File: config.mk
export PLATFORM = sky130hd
export DESIGN_NAME = npu_ahb_master
export DESIGN_NICKNAME = d
export VERILOG_FILES = /design/src/rtl/npu_ahb_master.sv
export SDC_FILE = /design/constraint.sdc
export NUM_CORES = 1
export LEC_CHECK = 0
export CAP_MARGIN = 20
export CORE_ASPECT_RATIO = 1.75
export CORE_MARGIN = 2
export CORE_UTILIZATION = 46
export DETAILED_ROUTE_END_ITERATION = 6
export PLACE_DENSITY = 0.76
export REMOVE_ABC_BUFFERS = 1
export SYNTH_ARGS = -nofsm -noshare
export SYNTH_HDL_FRONTEND = slang
export SYNTH_SLANG_ARGS = --single-unit
File: constraint.sdc
create_clock -name clk -period 5.4 [get_ports clk]
set_clock_uncertainty 0.1 [all_clocks]
set_input_delay 1.35 -clock clk [delete_from_list [all_inputs] [get_ports clk]]
set_output_delay 1.35 -clock clk [all_outputs]
set_load 0.05 [all_outputs]
File: src/rtl/npu_ahb_master.sv
// npu_ahb_master: AHB-Lite initiator issuing single-word NONSEQ transfers
// from a small command FIFO. Optional hready timeout: NPU_AHB_MST_TIMEOUT_EN.
module npu_ahb_master #(
    parameter int CMD_FIFO_DEPTH = 2,
    parameter int TIMEOUT_CYCLES = 64
) (
    input  logic        clk,
    input  logic        reset,
    input  logic        cmd_valid,
    output logic        cmd_ready,
    input  logic        cmd_write,
    input  logic [31:0] cmd_addr,
    input  logic [31:0] cmd_wdata,
    output logic        rsp_valid,
    output logic [31:0] rsp_rdata,
    output logic        rsp_err,
    output logic        rsp_timeout,
    output logic [31:0] ahb_m0_haddr_o,
    output logic        ahb_m0_hwrite_o,
    output logic [2:0]  ahb_m0_hsize_o,
    output logic [2:0]  ahb_m0_hburst_o,
    output logic [3:0]  ahb_m0_hprot_o,
    output logic [1:0]  ahb_m0_htrans_o,
    output logic        ahb_m0_hmastlock_o,
    output logic [31:0] ahb_m0_hwdata_o,
    input  logic        ahb_m0_hready_i,
    input  logic        ahb_m0_hresp_i,
    input  logic [31:0] ahb_m0_hrdata_i
);
    localparam int AW = (CMD_FIFO_DEPTH > 1) ? $clog2(CMD_FIFO_DEPTH) : 1;
    localparam int CW = AW + 1;
    localparam logic [CW-1:0] FULL = CW'(CMD_FIFO_DEPTH);
    localparam logic [1:0] HT_IDLE = 2'b00;
    localparam logic [1:0] HT_NONSEQ = 2'b10;

    typedef enum logic [1:0] {S_IDLE, S_ADDR, S_DATA, S_RESP} state_t;

    state_t        r_state;
    logic [64:0]   r_mem [CMD_FIFO_DEPTH];
    logic [AW-1:0] r_wptr;
    logic [AW-1:0] r_rptr;
    logic [CW-1:0] r_count;
    logic [31:0]   r_haddr;
    logic          r_hwrite;
    logic [1:0]    r_htrans;
    logic [31:0]   r_hwdata;
    logic [31:0]   r_wdata;
    logic          r_rsp_valid;
    logic [31:0]   r_rsp_rdata;
    logic          r_rsp_err;
    logic          w_push;
    logic          w_pop;
    logic [64:0]   w_head;
    logic          w_busy;
    logic          w_abort;

    assign cmd_ready = (r_count != FULL);
    assign w_push = cmd_valid & cmd_ready;
    assign w_pop = (r_state == S_IDLE) && (r_count != '0);
    assign w_head = r_mem[r_rptr];
    assign w_busy = (r_state == S_ADDR) || (r_state == S_DATA);

    assign ahb_m0_haddr_o = r_haddr;
    assign ahb_m0_hwrite_o = r_hwrite;
    assign ahb_m0_hsize_o = 3'b010;
    assign ahb_m0_hburst_o = 3'b000;
    assign ahb_m0_hprot_o = 4'b0011;
    assign ahb_m0_htrans_o = r_htrans;
    assign ahb_m0_hmastlock_o = 1'b0;
    assign ahb_m0_hwdata_o = r_hwdata;
    assign rsp_valid = r_rsp_valid;
    assign rsp_rdata = r_rsp_rdata;
    assign rsp_err = r_rsp_err;

`ifdef NPU_AHB_MST_TIMEOUT_EN
    localparam int TW = $clog2(TIMEOUT_CYCLES + 1);
    logic [TW-1:0] r_tcnt;
    logic          r_rsp_timeout;

    assign w_abort = w_busy & ~ahb_m0_hready_i
                   & (r_tcnt == TW'(TIMEOUT_CYCLES - 1));
    assign rsp_timeout = r_rsp_timeout;

    // Count consecutive wait cycles of the current bus phase.
    always_ff @(posedge clk or posedge reset) begin
        if (reset)
            r_tcnt <= '0;
        else if (w_busy && !ahb_m0_hready_i)
            r_tcnt <= r_tcnt + 1'b1;
        else
            r_tcnt <= '0;
    end

    // Timeout flag: set by an abort, cleared by a normal completion.
    always_ff @(posedge clk or posedge reset) begin
        if (reset)
            r_rsp_timeout <= 1'b0;
        else if (w_abort)
            r_rsp_timeout <= 1'b1;
        else if (r_state == S_DATA && ahb_m0_hready_i)
            r_rsp_timeout <= 1'b0;
    end
`else
    assign w_abort = 1'b0;
    assign rsp_timeout = 1'b0;
`endif

    // Command storage; contents are don't-care while the FIFO is empty.
    always_ff @(posedge clk) begin
        if (w_push)
            r_mem[r_wptr] <= {cmd_write, cmd_addr, cmd_wdata};
    end

    // FIFO pointers and occupancy.
    always_ff @(posedge clk or posedge reset) begin
        if (reset) begin
            r_wptr <= '0;
            r_rptr <= '0;
            r_count <= '0;
        end else begin
            if (w_push)
                r_wptr <= r_wptr + 1'b1;
            if (w_pop)
                r_rptr <= r_rptr + 1'b1;
            r_count <= r_count + CW'(w_push) - CW'(w_pop);
        end
    end

    // Transfer FSM with registered bus and response outputs.
    always_ff @(posedge clk or posedge reset) begin
        if (reset) begin
            r_state <= S_IDLE;
            r_haddr <= '0;
            r_hwrite <= 1'b0;
            r_htrans <= HT_IDLE;
            r_hwdata <= '0;
            r_wdata <= '0;
            r_rsp_valid <= 1'b0;
            r_rsp_rdata <= '0;
            r_rsp_err <= 1'b0;
        end else begin
            r_rsp_valid <= 1'b0;
            unique case (r_state)
                S_IDLE: begin
                    if (w_pop) begin
                        r_hwrite <= w_head[64];
                        r_haddr <= w_head[63:32];
                        r_wdata <= w_head[31:0];
                        r_htrans <= HT_NONSEQ;
                        r_state <= S_ADDR;
                    end
                end
                S_ADDR: begin
                    if (ahb_m0_hready_i) begin
                        r_htrans <= HT_IDLE;
                        r_hwdata <= r_hwrite ? r_wdata : 32'h0;
                        r_state <= S_DATA;
                    end else if (w_abort) begin
                        r_htrans <= HT_IDLE;
                        r_rsp_valid <= 1'b1;
                        r_rsp_rdata <= '0;
                        r_rsp_err <= 1'b1;
                        r_state <= S_RESP;
                    end
                end
                S_DATA: begin
                    if (ahb_m0_hready_i) begin
                        r_rsp_valid <= 1'b1;
                        r_rsp_rdata <= r_hwrite ? 32'h0 : ahb_m0_hrdata_i;
                        r_rsp_err <= ahb_m0_hresp_i;
                        r_state <= S_RESP;
                    end else if (w_abort) begin
                        r_rsp_valid <= 1'b1;
                        r_rsp_rdata <= '0;
                        r_rsp_err <= 1'b1;
                        r_state <= S_RESP;
                    end
                end
                S_RESP: r_state <= S_IDLE;
                default: r_state <= S_IDLE;
            endcase
        end
    end
endmodule
==> flow_metrics.py <==
metrics = {
    "run_status": {
        "status": "finished, final reports clean",
    },
    "route": {
        "dr.first_iter.drc_count": 215,
        "dr.pass1.iters": 4,
        "vias": 5926,
        "via_per_inst": 4.745,
        "drt-total-wl_um": 19060,
        "drcViolationCount": 0,
        "ant_nets": 0,
        "wire_per_inst_um": 15.26,
    },
    "global_routing": {
        "grt-ovfl-total": 0,
        "grt_util_all_layers": 0.1624,
        "grt_pass1_vias": 5900,
        "grt_max_degree": 110,
        "grt_antenna_before_repair": 1,
        "grt_pass1_wl_um": 29500,
    },
    "cts": {
        "cts.sinks": 268,
        "clk-insertion-delay-late_ps": 510,
        "post_cts_buffers": 0,
        "cts-root-buf": "clkbuf_16",
        "clockBufferDepth": 3,
        "cts_buffers": 24,
        "htreeDepth": 1,
        "tritoncts": "built",
        "hold_buffers": 0,
        "post_cts_resize_count": 0,
        "path_clk_slew_ps": 70,
    },
    "critical_path": {
        "startpoint": "r_count[0]$_DFF_PP0_",
        "required_ps": 3950,
        "critPathLaunchType": "register",
        "ff2ff_setup_slack_ps": 2930,
        "r2r-end": "ahb_m0_haddr_o[13]$_DFFE_PP0P_",
        "critPathKind": "register to primary output",
        "worst-path-max-fanout": 6,
        "rr_worst_depth": 3,
        "worstPathArrival_ps": 1960,
        "endpoint_kind": "primary output",
        "r2r-start": "r_count[1]$_DFF_PP0_",
        "endpoint": "cmd_ready",
    },
    "final_layout": {
        "fillers": 1717,
        "design_area_mm2": 0.01300,
        "final_cell_mix": "202 x clkdlybuf4s50_1, 164 x nand2_1, 136 x dfrtp_1",
        "nNetsFinal": 1045,
        "fin_cells": 1249,
        "area_growth_pct": 28.76,
        "drive_gt1_frac": 0.05654,
        "final_common_cell": "clkdlybuf4s50_1",
    },
    "die": {
        "die_h_um": 199.9,
        "dieArea_mm2": 0.02319,
        "num_rows": 71,
        "start_util": 0.4694,
        "pin_count": 216,
        "fp.dieW_um": 116.0,
        "core_mm2": 0.02150,
    },
    "place": {
        "port_buffers": 202,
        "postPlaceCellArea_mm2": 0.01222,
        "place_hpwl_um": 12250,
        "routabilityCongestion": 0.7624,
        "dp.cells": 1202,
    },
    "timing": {
        "drv_slew": 0,
        "fmax_mhz": 293.1,
        "fin_crit_sh": 0.6319,
        "setup_tns_ps": 0,
        "rsz0062_at_grt": "no",
        "finalCriticalPeriod_ps": 3412,
        "relSlewSlack": 0.3170,
        "setup_viol": 0,
        "worst_pin_slew_ps": 1025,
        "hold_viol": 0,
    },
    "yosys": {
        "synth_area_mm2": 0.01009,
        "ys_seq_area_frac": 0.7290,
        "syn_inst": 747,
        "yosysWarnings": 0,
        "synth_top_cell_by_area": "edfxtp_1",
        "syn_avg_cell_area_um2": 13.51,
        "synth_seq_cells": 268,
        "ys_types": 21,
        "synth_top_area_share": 0.3868,
        "synth_area_leaders": "edfxtp_1 39%, dfrtp_1 34%, mux2i_1 6.5%, nand2_1 6.2%, o21ai_0 5.7%",
    },
    "flow_run": {
        "drv_cap": 0,
    },
    "power_and_ir_drop": {
        "p_leak_nw": 5.270,
        "vdd_drop_max_mv": 0.3319,
        "power_density_mw_per_mm2": 647.1,
        "totalPowerFinal_mw": 8.409,
    },
    "hold_path": {
        "min_path_type": "register to register",
    },
}
power by group:
group	total, mW	switching, mW	internal, mW
registers	3.31	0.391	2.92
logic	3.49	2.32	1.17
clock network	1.61	0.705	0.903
total	8.41	3.42	4.99
worst min path at each step:
stage | to | cells after the start | start
floorplan | r_wdata[10]$_DFFE_PP0P_ | 2 | r_wdata[10]$_DFFE_PP0P_
global placement | ahb_m0_hwdata_o[30]$_DFFE_PP0P_ | 2 | ahb_m0_hwdata_o[30]$_DFFE_PP0P_
detailed placement | ahb_m0_hwdata_o[10]$_DFFE_PP0P_ | 2 | ahb_m0_hwdata_o[10]$_DFFE_PP0P_
CTS | ahb_m0_hwdata_o[24]$_DFFE_PP0P_ | 2 | ahb_m0_hwdata_o[24]$_DFFE_PP0P_
global route | ahb_m0_haddr_o[10]$_DFFE_PP0P_ | 2 | ahb_m0_haddr_o[10]$_DFFE_PP0P_
finish | ahb_m0_hwdata_o[24]$_DFFE_PP0P_ | 2 | ahb_m0_hwdata_o[24]$_DFFE_PP0P_
per-layer routing:
metal,vias up,share of wire,track usage
met5,-,0,0
met4,0,0.026,0.05864
met3,29,0.063,0.03472
met2,167,0.54,0.3065
met1,2797,0.37,0.1761
li1,2933,-,-
state kept, by name, indices dropped and copies added (netlist names), 2 cells and up:
name / flops
r_count: 2
r_state: 2
ahb_m0_hwdata_o: 32
r_wdata: 32
ahb_m0_haddr_o: 32
rsp_rdata: 32
r_mem: 130
worst max-delay path: stages, from the launching register on:
cell	delay (ps)
dfrtp_1	460
nand2b_1	180
clkdlybuf4s50_1	810
cell type report:
class	instances	area (µm²)	area share
clock inverter	11	57.56	0.004429
tap	292	365.4	0.02811
antenna	2	5.005	0.0003851
multi-input combinational	428	2395	0.1843
timing repair buffer	209	2087	0.1606
sequential	268	7362	0.5665
inverter	6	27.53	0.002118
clock buffer	33	695.7	0.05353
cells in the mapped netlist, drive strengths merged:
cell type and number:
o311ai 1, o21ai 131, edfxtp 130, nand2 166
clkbuf 13, and3 1, mux2i 66, o2bb2ai 1
nor2 4, inv 6, ha 6, conb 2
mux2 2, nand2b 33, buf 43, dfrtp 138
xnor2 4
logic make-up after synthesis:
| family | Yosys count | synth area share |
|---|---|---|
| other | 2 | 0.0007441 |
| XOR/XNOR | 4 | 0.003471 |
| flip-flops | 268 | 0.7290 |
| AO/OA/AOI/OAI | 133 | 0.06782 |
| multiplexers | 68 | 0.06769 |
| buffers and inverters | 62 | 0.03955 |
| AND/OR/NAND/NOR | 204 | 0.08430 |
| adder cells (fa/ha/maj) | 6 | 0.007438 |
metrics by stage:
step / setup WS [ps] / hold slack, ps / utilization
after floorplan: 253.8 / 349.7 / -
after global placement: 2086 / 359.9 / 0.5683
after detailed placement: 2078 / 369.1 / 0.5683
after CTS: 1961 / 383.5 / 0.6033
after global routing: 1903 / 403.0 / 0.6044
final: 1988 / 373.3 / 0.6045
Note: power is estimated with default switching activity, not from simulation.
